**src/rtl/spi_pkg.sv**
```systemverilog
// Shared types for the SPI mode-0 responder: frame width, FSM states, edge flags.
// Types only; no logic, no latency, no flow control.
package spi_pkg;

    localparam int SPI_FRAME_W = 32;

    typedef enum logic [1:0] {
        IDLE,
        ACTIVE,
        DONE
    } state_e;

    typedef struct packed {
        logic cs_fall;
        logic cs_rise;
        logic sck_rise;
        logic sck_fall;
    } edge_t;

endpackage

```
**src/rtl/spi_slave_rx_if.sv**
```systemverilog
// Host-side word interface of the SPI responder: TX holding-register write, RX word out.
// tx_valid/tx_ready handshake; rx_valid is a 1-cycle pulse and cannot be stalled.
interface spi_slave_rx_if #(
    parameter int DATA_W = spi_pkg::SPI_FRAME_W
);
    logic [DATA_W-1:0] tx_data;
    logic              tx_valid;
    logic              tx_ready;
    logic [DATA_W-1:0] rx_data;
    logic              rx_valid;
    logic              busy;

    modport master (
        output tx_data, tx_valid,
        input  tx_ready, rx_data, rx_valid, busy
    );

    modport slave (
        input  tx_data, tx_valid,
        output tx_ready, rx_data, rx_valid, busy
    );
endinterface

```
**src/rtl/spi_pin_sync.sv**
```systemverilog
// N-stage synchroniser for one async pin plus rise/fall detect on the synced level.
// Latency STAGES clk to level, edge flags in the same cycle; no backpressure.
module spi_pin_sync #(
    parameter int   STAGES  = 2,
    parameter logic RST_VAL = 1'b0
) (
    input  logic clk,
    input  logic rst,
    input  logic pin_i,
    output logic lvl_o,
    output logic rise_o,
    output logic fall_o
);

    logic [STAGES-1:0] sync_q;
    logic              prev_q;

    always_ff @(posedge clk or posedge rst) begin
        if (rst) begin
            sync_q <= {STAGES{RST_VAL}};
            prev_q <= RST_VAL;
        end else begin
            sync_q <= {sync_q[STAGES-2:0], pin_i};
            prev_q <= sync_q[STAGES-1];
        end
    end

    assign lvl_o  = sync_q[STAGES-1];
    assign rise_o = sync_q[STAGES-1] & ~prev_q;
    assign fall_o = ~sync_q[STAGES-1] & prev_q;

endmodule

```
**src/rtl/spi_slave_rx.sv**
```systemverilog
// SPI mode-0 responder (MSB first, fixed DATA_W frames) with one TX holding register.
// rx_valid <= SYNC_STAGES+2 clk after last sclk rise; tx_ready low while buffer full. SPI_SLV_ERR_EN adds error pulses.
module spi_slave_rx
    import spi_pkg::*;
#(
    parameter int DATA_W      = SPI_FRAME_W,
    parameter int SYNC_STAGES = 2
) (
    input  logic clk,
    input  logic rst,
    input  logic sclk_i,
    input  logic mosi_i,
    input  logic cs_n_i,
    spi_slave_rx_if.slave host,
    output logic miso_o
`ifdef SPI_SLV_ERR_EN
    ,
    output logic udr_err_o,
    output logic abt_err_o,
    output logic ovr_err_o
`endif
);

    localparam int CNT_W = $clog2(DATA_W) + 1;

    edge_t ev;
    logic  mosi_lvl;
    logic  sck_unused_lvl, cs_unused_lvl, mosi_unused_rise, mosi_unused_fall;

    spi_pin_sync #(.STAGES(SYNC_STAGES), .RST_VAL(1'b0)) u_sync_sclk (
        .clk(clk), .rst(rst), .pin_i(sclk_i),
        .lvl_o(sck_unused_lvl), .rise_o(ev.sck_rise), .fall_o(ev.sck_fall)
    );
    spi_pin_sync #(.STAGES(SYNC_STAGES), .RST_VAL(1'b1)) u_sync_cs (
        .clk(clk), .rst(rst), .pin_i(cs_n_i),
        .lvl_o(cs_unused_lvl), .rise_o(ev.cs_rise), .fall_o(ev.cs_fall)
    );
    spi_pin_sync #(.STAGES(SYNC_STAGES), .RST_VAL(1'b0)) u_sync_mosi (
        .clk(clk), .rst(rst), .pin_i(mosi_i),
        .lvl_o(mosi_lvl), .rise_o(mosi_unused_rise), .fall_o(mosi_unused_fall)
    );

    state_e             state_q, state_d;
    logic [DATA_W-1:0]  shift_q, shift_d;
    logic [CNT_W-1:0]   cnt_q, cnt_d;
    logic               miso_q, miso_d;
    logic [DATA_W-1:0]  txbuf_q, txbuf_d;
    logic               txfull_q, txfull_d;
    logic [DATA_W-1:0]  rx_data_q, rx_data_d;
    logic               rx_valid_q, rx_valid_d;

    always_ff @(posedge clk or posedge rst) begin
        if (rst) begin
            state_q    <= IDLE;
            shift_q    <= '0;
            cnt_q      <= '0;
            miso_q     <= 1'b0;
            txbuf_q    <= '0;
            txfull_q   <= 1'b0;
            rx_data_q  <= '0;
            rx_valid_q <= 1'b0;
        end else begin
            state_q    <= state_d;
            shift_q    <= shift_d;
            cnt_q      <= cnt_d;
            miso_q     <= miso_d;
            txbuf_q    <= txbuf_d;
            txfull_q   <= txfull_d;
            rx_data_q  <= rx_data_d;
            rx_valid_q <= rx_valid_d;
        end
    end

    always_comb begin
        state_d    = state_q;
        shift_d    = shift_q;
        cnt_d      = cnt_q;
        miso_d     = miso_q;
        txbuf_d    = txbuf_q;
        txfull_d   = txfull_q;
        rx_data_d  = rx_data_q;
        rx_valid_d = 1'b0;

        case (state_q)
            IDLE: begin
                miso_d = 1'b0;
                if (ev.cs_fall) begin
                    state_d = ACTIVE;
                    cnt_d   = '0;
                    if (txfull_q) begin
                        shift_d  = txbuf_q;
                        txfull_d = 1'b0;
                    end else begin
                        shift_d = '0;
                    end
                    miso_d = shift_d[DATA_W-1];
                end
            end
            ACTIVE: begin
                // Deselect wins over a coincident sclk edge: the frame is simply dropped.
                if (ev.cs_rise) begin
                    state_d = IDLE;
                    miso_d  = 1'b0;
                end else if (ev.sck_rise) begin
                    shift_d = {shift_q[DATA_W-2:0], mosi_lvl};
                    cnt_d   = cnt_q + 1'b1;
                    if (cnt_q == CNT_W'(DATA_W - 1)) begin
                        rx_data_d  = shift_d;
                        rx_valid_d = 1'b1;
                        state_d    = DONE;
                        miso_d     = 1'b0;
                    end
                end else if (ev.sck_fall) begin
                    miso_d = shift_q[DATA_W-1];
                end
            end
            DONE: begin
                miso_d = 1'b0;
                if (ev.cs_rise) begin
                    state_d = IDLE;
                end
            end
            default: begin
                state_d = IDLE;
                miso_d  = 1'b0;
            end
        endcase

        // A write coinciding with a frame start lands after the load, so it is kept for the next frame.
        if (host.tx_valid && !txfull_q) begin
            txbuf_d  = host.tx_data;
            txfull_d = 1'b1;
        end
    end

    assign miso_o        = miso_q;
    assign host.tx_ready = ~txfull_q;
    assign host.rx_data  = rx_data_q;
    assign host.rx_valid = rx_valid_q;
    assign host.busy     = (state_q != IDLE);

`ifdef SPI_SLV_ERR_EN
    localparam int GAP_LIM = SYNC_STAGES + 2;

    logic       udr_q, abt_q, ovr_q, seen_q;
    logic [7:0] gap_q;

    always_ff @(posedge clk or posedge rst) begin
        if (rst) begin
            udr_q  <= 1'b0;
            abt_q  <= 1'b0;
            ovr_q  <= 1'b0;
            seen_q <= 1'b0;
            gap_q  <= '0;
        end else begin
            udr_q <= (state_q == IDLE) && ev.cs_fall && !txfull_q;
            abt_q <= (state_q == ACTIVE) && ev.cs_rise;
            ovr_q <= 1'b0;
            if (rx_valid_d) begin
                ovr_q  <= seen_q && (gap_q < 8'(GAP_LIM));
                seen_q <= 1'b1;
                gap_q  <= '0;
            end else if (gap_q != 8'hFF) begin
                gap_q <= gap_q + 8'd1;
            end
        end
    end

    assign udr_err_o = udr_q;
    assign abt_err_o = abt_q;
    assign ovr_err_o = ovr_q;
`endif

endmodule

```
**src/flat_wrapper.sv**
```systemverilog
// flat-port wrapper written by rule: the top's interface ports become plain ports
module spi_slave_rx_flat import spi_pkg::*;
#(
    parameter int DATA_W      = SPI_FRAME_W,
    parameter int SYNC_STAGES = 2
)
  (clk, rst, sclk_i, mosi_i, cs_n_i, miso_o, host_tx_data, host_tx_valid, host_tx_ready, host_rx_data, host_rx_valid, host_busy);
  spi_slave_rx_if #(.DATA_W(DATA_W)) host_i ();
  input  logic clk;
  input  logic rst;
  input  logic sclk_i;
  input  logic mosi_i;
  input  logic cs_n_i;
  output logic miso_o;
  input wire logic [$bits(host_i.tx_data)-1:0] host_tx_data;
  input wire logic [$bits(host_i.tx_valid)-1:0] host_tx_valid;
  output wire logic [$bits(host_i.tx_ready)-1:0] host_tx_ready;
  output wire logic [$bits(host_i.rx_data)-1:0] host_rx_data;
  output wire logic [$bits(host_i.rx_valid)-1:0] host_rx_valid;
  output wire logic [$bits(host_i.busy)-1:0] host_busy;
  assign host_i.tx_data = host_tx_data;
  assign host_i.tx_valid = host_tx_valid;
  assign host_tx_ready = host_i.tx_ready;
  assign host_rx_data = host_i.rx_data;
  assign host_rx_valid = host_i.rx_valid;
  assign host_busy = host_i.busy;
  spi_slave_rx #(.DATA_W(DATA_W), .SYNC_STAGES(SYNC_STAGES)) u_core (.clk(clk), .rst(rst), .sclk_i(sclk_i), .mosi_i(mosi_i), .cs_n_i(cs_n_i), .host(host_i), .miso_o(miso_o));
endmodule
```
**config.mk**
```make
export PLATFORM = sky130hd
export DESIGN_NAME = spi_slave_rx_flat
export DESIGN_NICKNAME = d
export VERILOG_FILES = /design/src/rtl/spi_pkg.sv /design/src/rtl/spi_slave_rx_if.sv /design/src/rtl/spi_pin_sync.sv /design/src/rtl/spi_slave_rx.sv /design/src/flat_wrapper.sv
export SDC_FILE = /design/constraint.sdc
export NUM_CORES = 1
export LEC_CHECK = 0
export BUFFER_PORTS_ARGS = -buffer_cell sky130_fd_sc_hd__buf_2
export CAP_MARGIN = 15
export CORE_MARGIN = 2
export CORE_UTILIZATION = 45
export CTS_CLUSTER_SIZE = 14
export DETAILED_ROUTE_END_ITERATION = 6
export MAX_ROUTING_LAYER = met4
export PLACE_DENSITY = 0.74
export RECOVER_POWER = 25
export SYNTH_ARGS = -nofsm -noshare
export SYNTH_HDL_FRONTEND = slang
export SYNTH_SLANG_ARGS = --single-unit
```
**constraint.sdc**
```tcl
create_clock -name clk -period 4.3 [get_ports clk]
set_input_delay 0.43 -clock clk [delete_from_list [all_inputs] [get_ports clk]]
set_output_delay 0.43 -clock clk [all_outputs]
set_load 0.05 [all_outputs]
```
; ---- Word-level counts from Yosys, hierarchy flattened
; Index checks and enable logic that the tools add are counted.
[word_totals]
word_cells = 75
regBits = 115
[classes]
bitwise_logic = 10
reduce_logical = 12
add_sub_neg = 1
eq_ne = 11
mux = 28
[ops]
columns = op, n
row1 = 32-bit 2-to-1 mux, 4
row2 = 32-bit case mux with 2 select lines, 1
row3 = 6-bit 2-to-1 mux, 3
row4 = 1-bit 2-to-1 mux, 12
row5 = 6-bit case mux with 2 select lines, 1
row6 = 4-bit AND reduction, 3
row7 = 2-bit 2-to-1 mux, 5
row8 = "2-bit inequality test, second input constant", 4
row9 = 2-bit nonzero test, 4
row10 = "6-bit by 1-bit adder with 6-bit output, second input constant", 1
row11 = "6-bit by 5-bit equality test with 1-bit output, second input constant", 1
row12 = 1-bit inverter, 6
row13 = 2-bit case mux with 3 select lines, 1
row14 = 1-bit bitwise AND, 4
row15 = "4-bit by 3-bit inequality test with 1-bit output, second input constant", 1
row16 = "4-bit inequality test, second input constant", 1
row17 = 2-bit AND reduction, 2
row18 = "3-bit by 2-bit inequality test with 1-bit output, second input constant", 1
row19 = "3-bit inequality test, second input constant", 1
row20 = "2-bit by 1-bit equality test with 1-bit output, second input constant", 1
row21 = "2-bit equality test, second input constant", 1
row22 = 2-bit zero test, 1
row23 = 1-bit case mux with 2 select lines, 1
row24 = 1-bit logical AND, 1
row25 = 1-bit zero test, 1

; ---- Depth between registers and ports, before layout
[logic_depth]
ltp_word = 6
mapped_depth = 7
mapped_depth_nobuf = 5

; ---- Cells and area by module
; Synthesis repeated with hierarchy kept, for this count alone.
[unflattened]
cells_unflattened = 392
area_unflattened_um2 = 5034.8
[modules_own_cells]
columns = mod, seq_area_each_um2, n_inst, cells_each, area_each_um2
row1 = spi_slave_rx, 2677.6, 1, 374, 4749.6
row2 = spi_pin_sync at u_core.u_sync_mosi ..., 75.1, 2, 6, 93.8
row3 = spi_pin_sync at u_core.u_sync_cs, 78.8, 1, 6, 97.6

; ---- Least setup slack after synthesis
; OpenSTA, ideal clock, no wires.
[synth_path]
path_kind = reg2reg
from = register u_core.state_q[1]
to = register u_core.miso_q (netlist: u_core.miso_o)
path_slack_ps = 2673
synth_period_minus_slack_ps = 1627
path_stages_with_launch = 5
t_arrival_ps = 1560
cell_sequence = dfrtp_1 or2_2 or3b_1 o22ai_1 mux2_2
[synth_between]
elab_chain_cells = 3
elab_cells_between_ends = 6
cone_classes = eq/ne: 3 / mux: 1 / reduce/logical: 2
[synth_lines]
columns = element, line
row1 = "start, declared", spi_slave_rx.sv:43  ; state_e state_q, state_d;
row2 = "start signal, assigned", spi_slave_rx.sv:63  ; state_q <= state_d;
row3 = 2-bit by 1-bit equality test with 1-bit output, spi_slave_rx.sv:84  ; case (state_q)
row4 = 4-bit by 3-bit inequality test with 1-bit output (no source line) or 4-bit inequality test (tied branches), n/a
row5 = 2-bit AND reduction (no source line), n/a
row6 = "end signal, assigned", spi_slave_rx.sv:66  ; miso_q <= miso_d;
row7 = "end, declared", spi_slave_rx.sv:46  ; logic miso_q, miso_d;
; Several ways; a longest one is shown, not always the timed one.
; A chain may end at the register's enable or synchronous reset.

==> insert_results.sql <==
INSERT INTO impl_metrics (metric_group, metric, value, unit) VALUES
('drt', 'drt_drc_violations_left', '0', ''),
('die', 'die_area', '11300', 'µm²'),
('setup_path', 'rr_startpoint', 'u_core.txfull_q$_DFFE_PP0P_', ''),
('logic_synthesis', 'synthArstFlopShare', '1.000', ''),
('setup_path', 'r2r-end', 'u_core.txbuf_q[18]$_DFFE_PP0P_', ''),
('timing', 'number_of_slew_limit_violations_in_the_final_report', '77', ''),
('clocking', 'clock_latency', '0.52', 'ns'),
('clocking', 'clock_path_buffers', '2', ''),
('job', 'max_cap_violations', '1', ''),
('place', 'numPlacedInstances', '567', ''),
('logic_synthesis', 'main_area_contributors_after_synthesis', 'sky130_fd_sc_hd__dfrtp_1 60%, sky130_fd_sc_hd__mux2_2 16%, sky130_fd_sc_hd__and3_1 4.1%', ''),
('logic_synthesis', 'yosysSeqAreaShare', '0.6120', ''),
('timing', 'final_period_utilization', '0.6420', ''),
('die', 'initial_core_util', '0.4602', ''),
('die', 'dieHeight', '106.3', 'µm'),
('logic_synthesis', 'yosysUniqueCellTypes', '37', ''),
('logic_synthesis', 'post_synth_fa_ha_maj_area_fraction', '0.002657', ''),
('clocking', 'clk_pin_slew', '0.05', 'ns'),
('setup_path', 'r2r_setup_slack', '2.00', 'ns'),
('global_route', 'grt-ovfl-total', '0', ''),
('clocking', 'cts_resized', '0', ''),
('worst_hold_path', 'worstHoldPathType', 'primary input to register', ''),
('drt', 'first_pass_iters', '4', ''),
('clocking', 'tritoncts.num_buffers', '17', ''),
('timing', 'final_tns_setup', '0', 'ns'),
('drt', 'drt-total-wl', '9.695', 'mm'),
('status', 'failed_checks', 'capacitance limit, slew limit', ''),
('timing', 'min_period', '2.760', 'ns'),
('final_layout', 'stdcell_count', '603', ''),
('global_route', 'grt_pass1_wl', '16.06', 'mm'),
('clocking', 'clock_sink_count', '115', ''),
('timing', 'rsz0062_at_grt', 'false', ''),
('timing', 'setup_violations', '0', ''),
('clocking', 'cts_tree', 'yes', ''),
('logic_synthesis', 'yosys.area_share.simple', '0.1132', ''),
('logic_synthesis', 'synth-seq-cells', '115', ''),
('die', 'core', '10230', 'µm²'),
('logic_synthesis', 'ys_warn_count', '0', ''),
('place', 'gp_congestion', '0.7542', ''),
('status', 'run_status', 'complete, but fails checks', ''),
('power', 'powerDensity', '664.0', 'nW/µm²'),
('logic_synthesis', 'mean_post_synth_cell_area', '12.39', 'µm²'),
('logic_synthesis', 'synth_edf_count', '0', ''),
('logic_synthesis', 'synth-compound-area-share', '0.08265', ''),
('drt', 'postRouteAntennaNets', '0', ''),
('worst_hold_path', 'hold-path-cell-count', '1', ''),
('logic_synthesis', 'synth.area.mux_share', '0.1555', ''),
('timing', 'final-hold-violation-count', '0', ''),
('setup_path', 'timing.critical_path.arrival', '3.41', 'ns'),
('worst_hold_path', 'holdCritStartpoint', 'mosi_i', ''),
('global_route', 'first_global_vias', '3227', ''),
('final_layout', 'insertedDiodeCount', '0', ''),
('logic_synthesis', 'mappedNetlistNets', '419', ''),
('clocking', 'cts-root-buf', 'sky130_fd_sc_hd__clkbuf_8', ''),
('setup_path', 'required', '4.95', 'ns'),
('die', 'placementRows', '37', ''),
('setup_path', 'worstRegToRegCells', '2', ''),
('timing', 'tightest_slew', '1.843', 'ns'),
('timing', 'maxClockFrequency', '362.3', 'MHz'),
('logic_synthesis', 'synth_top_area_share', '0.5953', ''),
('timing', 'timing.slew.headroom', '-0.2288', ''),
('drt', 'drt_first_iter_violations', '95', ''),
('logic_synthesis', 'synth_commonest_cells', '112 x sky130_fd_sc_hd__dfrtp_1, 65 x sky130_fd_sc_hd__mux2_2, 40 x sky130_fd_sc_hd__nand2_1', ''),
('logic_synthesis', 'synth_cell_area', '4708', 'µm²'),
('final_layout', 'area_growth_syn_to_layout', '24.37', '%'),
('power', 'leakage', '2.924', 'nW'),
('drt', 'avgRoutedWirePerCell', '16.08', 'µm'),
('logic_synthesis', 'synth-xor-area-share', '0.003720', ''),
('die', 'ios', '74', ''),
('global_route', 'grt_antenna_before_repair', '0', ''),
('logic_synthesis', 'synthFlopType', 'sky130_fd_sc_hd__dfrtp_1', '');
-- layer usage --
metal,GRT usage,share of wire,routed length [µm]
met5,-,0,0
met3,0.05579,0.044,431
met2,0.2875,0.49,4713
met1,0.2465,0.45,4408
met4,0.08177,0.015,142
-- cell usage in the layout, fill, tap and decap left out, types with 2 or more instances in the layout --
master and instances:
sky130_fd_sc_hd__buf_2 73, sky130_fd_sc_hd__and3_1 31, sky130_fd_sc_hd__clkbuf_16 16, sky130_fd_sc_hd__o31ai_1 2
sky130_fd_sc_hd__clkbuf_8 4, sky130_fd_sc_hd__nor2_1 3, sky130_fd_sc_hd__dfrtp_1 112, sky130_fd_sc_hd__inv_1 3
sky130_fd_sc_hd__clkinv_2 5, sky130_fd_sc_hd__dfstp_2 2, sky130_fd_sc_hd__nand3_1 2, sky130_fd_sc_hd__and2b_1 2
sky130_fd_sc_hd__o21ai_1 6, sky130_fd_sc_hd__nand2_1 40, sky130_fd_sc_hd__o21ai_0 29, sky130_fd_sc_hd__dlygate4sd3_1 3
sky130_fd_sc_hd__a21oi_1 33, sky130_fd_sc_hd__bufinv_16 6, sky130_fd_sc_hd__buf_4 3, sky130_fd_sc_hd__mux2_2 65
sky130_fd_sc_hd__nand2b_1 2
-- registers in the layout (all words and copies together) (netlist names) --
name	cells
u_core.miso_o	1
u_core.u_sync_sclk.sync_q	2
u_core.u_sync_sclk.prev_q	1
u_core.txfull_q	1
u_core.txbuf_q	32
u_core.u_sync_mosi.sync_q	2
u_core.host.rx_valid	1
u_core.host.rx_data	32
u_core.u_sync_cs.sync_q	2
u_core.cnt_q	6
u_core.shift_q	32
u_core.state_q	2
u_core.u_sync_cs.prev_q	1
-- stage by stage --
step	worst slack (ns)	utilization	area [µm²]	hold WS [ns]	total power, mW
after floorplan	0.8309	-	4708	0.3312	2.119
after global placement	2.038	0.5041	5157	0.3352	2.276
after detailed placement	2.010	0.5041	5157	0.3355	2.315
after CTS	1.953	0.5710	5842	0.003244	3.923
after global routing	1.100	0.5723	5856	0.006551	4.095
final	1.540	0.5723	5856	0.02483	3.888
-- worst max-delay path by stage --
stage / from / endpoint / depth (start not counted)
6_report: rst / u_core.txbuf_q[20]$_DFFE_PP0P_ / 5
5_1_grt: rst / u_core.txbuf_q[20]$_DFFE_PP0P_ / 5
4_1_cts: u_core.txfull_q$_DFFE_PP0P_ / host_tx_ready / 2
3_5_place_dp: u_core.state_q[1]$_DFFE_PP0P_ / u_core.host.rx_data[20]$_DFFE_PP0P_ / 3
3_3_place_gp: u_core.state_q[1]$_DFFE_PP0P_ / u_core.miso_o$_DFFE_PP0P_ / 5
2_1_floorplan: rst / u_core.cnt_q[0]$_DFFE_PP0P_ / 1
-- power by group --
group,switching (mW),internal (mW)
clock network,0.479,1.10
registers,0.242,1.39
logic,0.339,0.339
-- final cells by class --
| type | count | area (µm²) |
|---|---|---|
| clock buffer | 21 | 459.2 |
| multi-input combinational | 236 | 1700 |
| fill | 820 | 4375 |
| clock inverter | 11 | 205.2 |
| inverter | 4 | 16.27 |
| timing repair buffer | 80 | 422.9 |
| sequential | 115 | 2882 |
| tap | 136 | 170.2 |
-- critical path, cell delays in order --
cell                            delay (ns)
sky130_fd_sc_hd__dlygate4sd3_1        0.53
sky130_fd_sc_hd__buf_2                0.12
sky130_fd_sc_hd__clkinvlp_2           0.30
sky130_fd_sc_hd__clkbuf_2             1.38
sky130_fd_sc_hd__buf_4                0.57
-- timing repair --
item / 4_1_cts / 5_1_grt
endpoints found under the hold margin: 2 / 9
buffers inserted: 0 / 0
hold buffers: 2 / 1
-- kinds of logic after synthesis --
logic type,Yosys count
buf+inv,29
xor+xnor,2
flops,115
mux,65
fa+ha+maj,1
compound gates,74
simple gates,94
(Power assumes the default switching activity.)
